==> src/rtl/dmem_mmio_pkg.sv <==
// dmem_mmio_pkg: shared constants for the data memory / peripheral window.
//   - Register byte offsets inside the 32-byte peripheral window.
//   - Bit positions inside the STAT register.
//   - Reset value of the timer compare register.
package dmem_mmio_pkg;

  localparam logic [4:0] OFF_SW    = 5'h00;
  localparam logic [4:0] OFF_LED   = 5'h04;
  localparam logic [4:0] OFF_EDGE  = 5'h08;
  localparam logic [4:0] OFF_COUNT = 5'h0C;
  localparam logic [4:0] OFF_CMP   = 5'h10;
  localparam logic [4:0] OFF_STAT  = 5'h14;

  localparam int STAT_MATCH = 0;
  localparam int STAT_EN    = 1;
  localparam int STAT_AUTO  = 2;

  localparam logic [31:0] CMP_RST = 32'hFFFF_FFFF;

endpackage

==> src/rtl/dmem_mmio_sync_edge.sv <==
// sync_edge: two-flop synchroniser for asynchronous inputs, followed by a
// delayed copy used for rising-edge detection.
//   clk      in  clock, rising edge
//   reset    in  synchronous, active-low reset (clears all flops)
//   async_in in  W asynchronous inputs
//   sync     out W synchronised inputs
//   rise     out W one-cycle pulse where sync=1 and the delayed copy=0
module sync_edge #(
  parameter int W = 1
) (
  input  logic         clk,
  input  logic         reset,
  input  logic [W-1:0] async_in,
  output logic [W-1:0] sync,
  output logic [W-1:0] rise
);

  logic [W-1:0] meta_q, meta_d;
  logic [W-1:0] sync_q, sync_d;
  logic [W-1:0] prev_q, prev_d;

  always_comb begin
    meta_d = async_in;
    sync_d = meta_q;
    prev_d = sync_q;
  end

  always_ff @(posedge clk) begin
    if (!reset) begin
      meta_q <= '0;
      sync_q <= '0;
      prev_q <= '0;
    end else begin
      meta_q <= meta_d;
      sync_q <= sync_d;
      prev_q <= prev_d;
    end
  end

  assign sync = sync_q;
  assign rise = sync_q & ~prev_q;

endmodule

==> src/rtl/dmem_mmio.sv <==
// dmem_mmio: word RAM with byte-lane writes plus a small peripheral window
// (switches with sticky edge capture, LED register, timer with compare,
// auto-reload and interrupt). Reads are combinational from the address.
//   clk      in  clock, rising edge
//   reset    in  synchronous, active-low reset (RAM contents are kept)
//   we       in  write strobe
//   be       in  4 byte enables, RAM only
//   a        in  32 byte address, bits [1:0] ignored
//   wd       in  32 write data
//   rd       out 32 read data, combinational
//   switches in  NSW asynchronous switch inputs
//   leds     out NLED LED register
//   irq      out timer interrupt (MATCH flag)
module dmem_mmio
  import dmem_mmio_pkg::*;
#(
  parameter int          DEPTH     = 64,
  parameter int          NSW       = 10,
  parameter int          NLED      = 10,
  parameter logic [31:0] MMIO_BASE = 32'hC000_0000,
  parameter string       INIT_FILE = ""
) (
  input  logic            clk,
  input  logic            reset,
  input  logic            we,
  input  logic [3:0]      be,
  input  logic [31:0]     a,
  input  logic [31:0]     wd,
  output logic [31:0]     rd,
  input  logic [NSW-1:0]  switches,
  output logic [NLED-1:0] leds,
  output logic            irq
);

  localparam int          AW        = $clog2(DEPTH);
  localparam logic [31:0] RAM_BYTES = 32'(DEPTH * 4);

  // ---------------- decode ----------------
  logic          ram_sel, mmio_sel;
  logic [AW-1:0] ram_idx;
  logic [4:0]    off;
  logic          unused_lsb;

  assign ram_sel    = (a < RAM_BYTES);
  assign mmio_sel   = (a[31:5] == MMIO_BASE[31:5]);
  assign ram_idx    = a[AW+1:2];
  assign off        = {a[4:2], 2'b00};
  assign unused_lsb = ^a[1:0];

  logic wr_led, wr_edge, wr_count, wr_cmp, wr_stat;
  assign wr_led   = we && mmio_sel && (off == OFF_LED);
  assign wr_edge  = we && mmio_sel && (off == OFF_EDGE);
  assign wr_count = we && mmio_sel && (off == OFF_COUNT);
  assign wr_cmp   = we && mmio_sel && (off == OFF_CMP);
  assign wr_stat  = we && mmio_sel && (off == OFF_STAT);

  // ---------------- RAM ----------------
  logic [31:0] mem [DEPTH];

  // RAM ignores reset: a write coincident with reset still lands.
  always_ff @(posedge clk) begin
    for (int i = 0; i < 4; i++) begin
      if (we && ram_sel && be[i]) mem[ram_idx][8*i +: 8] <= wd[8*i +: 8];
    end
  end

  // ---------------- switches ----------------
  logic [NSW-1:0] sw_sync, sw_rise;

  sync_edge #(.W(NSW)) u_sync_edge (
    .clk      (clk),
    .reset    (reset),
    .async_in (switches),
    .sync     (sw_sync),
    .rise     (sw_rise)
  );

  // ---------------- peripheral registers ----------------
  logic [NLED-1:0] leds_q, leds_d;
  logic [NSW-1:0]  edge_q, edge_d;
  logic [31:0]     count_q, count_d;
  logic [31:0]     cmp_q, cmp_d;
  logic            match_q, match_d;
  logic            en_q, en_d;
  logic            auto_q, auto_d;
  logic            hit;

  assign hit = en_q && (count_q == cmp_q);

  always_comb begin
    leds_d  = leds_q;
    cmp_d   = cmp_q;
    en_d    = en_q;
    auto_d  = auto_q;
    count_d = count_q;

    if (wr_led) leds_d = wd[NLED-1:0];
    if (wr_cmp) cmp_d  = wd;
    if (wr_stat) begin
      en_d   = wd[STAT_EN];
      auto_d = wd[STAT_AUTO];
    end

    // Set terms are OR-ed in after the clear so a fresh event survives a W1C.
    edge_d  = (edge_q & ~(wr_edge ? wd[NSW-1:0] : '0)) | sw_rise;
    match_d = (match_q & ~(wr_stat & wd[STAT_MATCH])) | hit;

    // A software load beats both the increment and the auto-reload.
    if (wr_count)           count_d = wd;
    else if (hit && auto_q) count_d = '0;
    else if (en_q)          count_d = count_q + 32'd1;
  end

  always_ff @(posedge clk) begin
    if (!reset) begin
      leds_q  <= '0;
      edge_q  <= '0;
      count_q <= '0;
      cmp_q   <= CMP_RST;
      match_q <= 1'b0;
      en_q    <= 1'b0;
      auto_q  <= 1'b0;
    end else begin
      leds_q  <= leds_d;
      edge_q  <= edge_d;
      count_q <= count_d;
      cmp_q   <= cmp_d;
      match_q <= match_d;
      en_q    <= en_d;
      auto_q  <= auto_d;
    end
  end

  assign leds = leds_q;
  assign irq  = match_q;

  // ---------------- read mux ----------------
  always_comb begin
    rd = '0;
    if (ram_sel) begin
      rd = mem[ram_idx];
    end else if (mmio_sel) begin
      case (off)
        OFF_SW:    rd[NSW-1:0]  = sw_sync;
        OFF_LED:   rd[NLED-1:0] = leds_q;
        OFF_EDGE:  rd[NSW-1:0]  = edge_q;
        OFF_COUNT: rd           = count_q;
        OFF_CMP:   rd           = cmp_q;
        OFF_STAT: begin
          rd[STAT_MATCH] = match_q;
          rd[STAT_EN]    = en_q;
          rd[STAT_AUTO]  = auto_q;
        end
        default:   rd = '0;
      endcase
    end
  end

endmodule

==> config.mk <==
export PLATFORM = sky130hd
export DESIGN_NAME = dmem_mmio
export DESIGN_NICKNAME = d
export VERILOG_FILES = /design/src/rtl/dmem_mmio_pkg.sv /design/src/rtl/dmem_mmio_sync_edge.sv /design/src/rtl/dmem_mmio.sv
export SDC_FILE = /design/constraint.sdc
export NUM_CORES = 2
export LEC_CHECK = 0
export CORE_UTILIZATION = 60
export CTS_CLUSTER_DIAMETER = 150
export DETAILED_ROUTE_END_ITERATION = 7
export MAX_ROUTING_LAYER = met4
export PLACE_DENSITY = 0.77
export SLEW_MARGIN = 20
export SYNTH_ARGS = -nofsm -noshare
export SYNTH_HDL_FRONTEND = slang
export SYNTH_HIERARCHICAL = 1
export SYNTH_SLANG_ARGS = --single-unit
==> constraint.sdc <==
create_clock -name clk -period 3.75 [get_ports clk]
set_input_delay 0.75 -clock clk [delete_from_list [all_inputs] [get_ports clk]]
set_output_delay 0.75 -clock clk [all_outputs]
set_load 0.005 [all_outputs]
==> metrics <==
Peak VDD IR=0.417 mV; Worst Path Required=3.00 ns; Clock Sinks=around 2,200; synth unique cells=64; Final Hold Fails=0; proportion of layout cells with a drive suffix above 1=a little over a third; cts hold-fix bufs=0; ys flop type=edfxtp_1; core area=141,000 um2; Initial DRC Count=8,452; DR vias=51,400; area leader, netlist=edfxtp_1; Site Rows=~140; FF-to-FF setup slack=1.27 ns; Leak Pwr=about 35 nW; total wire length=about 270,000 um; Ys Warns=6; synthesized area=85,400 um2; Worst-Margin Slew=around 1.2 ns; CTS max path bufs=3; min cycle time layout=around 4.0 ns; outcome=finished with violations; DP Worst Slack=-1.49 ns; Worst-path clk slew=0.07 ns; Cells after Synth=approximately 4,400; die height=around 380 um; H-tree depth=4; Worst Setup Slack, final=-0.291 ns; max-slew violation count=0; DRC=0; nets=5,523; crit path max fanout=8; Via density=6.83; post-synthesis sequential area ratio=74.8%; Max Cap Violations=0; top cell type's share of synthesized area=between 70 and 80%; Layout Utilization=74.1%; Syn Nets=4,525; CTS tree=yes; skew final=0.0143 ns; die width=379 um; Avg Cell Area, Syn=around 19 um2; RSZ-0062 raised after global routing=yes; Fillers=7,499; Synth async-reset ratio=0%; cts bufs inserted=207; GP Congestion=1.01; Slew Limit Headroom=between 20% and 30%; Final HPWL DP=165,000 um; Post-synth EDFFs=just over 2,000; part of the cycle the worst path needs=108%; routed len/inst=35.7 um; PortBufs=121; critical path class=input pin to output pin; clk_lat worst skew=0.86 ns; Die ar.=144,000 um2; FMAX=247 MHz; Area growth syn-to-layout=22.7%; Final Setup Violations=32; top post-synthesis cells by area=edfxtp_1 72%, mux4_2 12%, mux2i_1 2.9%; root buf cell=clkbuf_16; initial antenna violation count=13; 1st-pass router iterations=7; largest net degree at the start of global routing=75; Setup crit start kind=input pin; Initial Util=60.4%; CP Data Arrival Time=3.29 ns; vias in the first global route=50,400; failing checks=negative setup slack; first-pass GRT wire length=~370,000 um; worst hold path class=input pin to flop; power density over the cells=roughly 480 nW/um2; DRT antenna net count=0; IO Count=124; aggregate global routing overflow=0; Critical Path Sink Type=output pin; FF+latch count, synth=2,165; hold_ws=0.306 ns; Tot GR Track Use=about 38%
## sequential cells by signal, summed over array words and instances (netlist names)
signal / count
u_sync_edge/sync: 10
auto_q: 1
mem: 2048
irq: 1
count_q: 32
u_sync_edge/meta_q: 10
u_sync_edge/prev_q: 10
cmp_q: 32
en_q: 1
edge_q: 10
leds: 10
## cell families after synthesis
logic type / count (synthesis) / synth area share (%)
xor+xnor: 61 / 0.626
simple gates: 744 / 3.84
compound gates: 434 / 3.26
fa+ha+maj: 1 / 0.0146
mux: 765 / 15.8
flops: 2165 / 74.8
buf+inv: 273 / 1.71
## cell usage after synthesis (73+ instances only)
cell      count
a21oi_1      87
a22oi_1      73
buf_2        85
clkbuf_1     99
dfxtp_1     117
edfxtp_1   2048
mux2i_1     244
mux4_2      461
nand2_1     217
nor2_1      324
o21ai_0      88
o22ai_1      81
## timing repair
item                                    4_1_cts  5_1_grt
cloned                                       12        0
buffers inserted                            121       52
resized for setup                           538      140
pin swaps                                    90       87
endpoints found under the setup margin       32       32
## routing by layer
metal  GRT usage (%)  vias up  wire, um
met3            10.3      905     36200
met1            48.3    26000     89200
met2            57.1     4421    125000
met4            21.9        0     18700
met5               -        -         0
li1                -    20000         -
## report_power, final
| group | total [W] | internal [W] | switching (W) |
|---|---|---|---|
| sequential | 0.0264 | 0.0264 | 0.00000959 |
| combinational | 0.00342 | 0.00146 | 0.00196 |
| clock | 0.0203 | 0.0112 | 0.00909 |
| total | 0.0502 | 0.0391 | 0.0111 |
## cells in the final DEF, fill, tap and decap left out, drive strengths merged, types with 8 or more instances in the layout
cell,synthesis,final
buf,163,1000
nand4,18,18
a21oi,87,87
o22ai,81,81
nand3,62,62
o221ai,19,19
xor2,24,24
nand2,217,217
xnor2,37,37
clkinv,0,86
clkinvlp,0,12
mux4,461,461
inv,8,15
and2,41,41
nor2b,18,18
diode,0,21
a22oi,73,73
dfxtp,117,117
clkdlybuf4s50,0,48
a211oi,8,8
o21a,10,10
edfxtp,2048,2048
a21boi,10,10
o21ai,94,94
and3,15,15
nor4,13,13
bufinv,0,14
mux2i,244,244
nor3,17,17
nor2,324,324
mux2,60,60
a221oi,14,14
clkbuf,102,265
## cell type report
| class | instances | area (um2) | area share, % |
|---|---|---|---|
| timing repair buffer | 1054 | 10200 | 9.72 |
| clock inverter | 119 | 1060 | 1.01 |
| clock buffer | 264 | 5440 | 5.19 |
| tap | 1890 | 2360 | 2.26 |
| multi-input combinational | 2005 | 21800 | 20.8 |
| sequential | 2165 | 63800 | 60.9 |
| inverter | 8 | 37.5 | 0.0358 |
| antenna | 21 | 52.6 | 0.0501 |
## worst paths after layout
path,from,endpoint,depth (start not counted)
min,wd[1],cmp_q[1]$_SDFFE_PN1P_,3
min reg2reg,u_sync_edge/meta_q[2]$_SDFF_PN0_,u_sync_edge/sync[2]$_SDFF_PN0_,1
max,a[2],rd[13],12
max reg2reg,count_q[14]$_SDFFE_PN0P_,count_q[5]$_SDFFE_PN0P_,8
## critical path, stage by stage
cell      delay [ns]
buf_16          0.17
buf_12          0.14
buf_12          0.10
buf_12          0.13
buf_12          0.12
mux4_2          0.55
o221ai_2        0.26
buf_4           0.17
nand4_1         0.21
a21oi_2         0.29
o221ai_2        0.19
buf_2           0.18
## through the flow
stage	cell area, um2	total power [W]	std cells	setup TNS [ns]
finish	105000	0.0502	7526	-5.93
global placement	94400	0.0297	6977	-29.45
detailed placement	94400	0.0297	6977	-34.91
floorplan	85400	0.0282	4443	0
CTS	104000	0.0499	7469	-4.08
global route	105000	0.0511	7517	-6.08
Note: power is estimated with default switching activity, not from simulation.
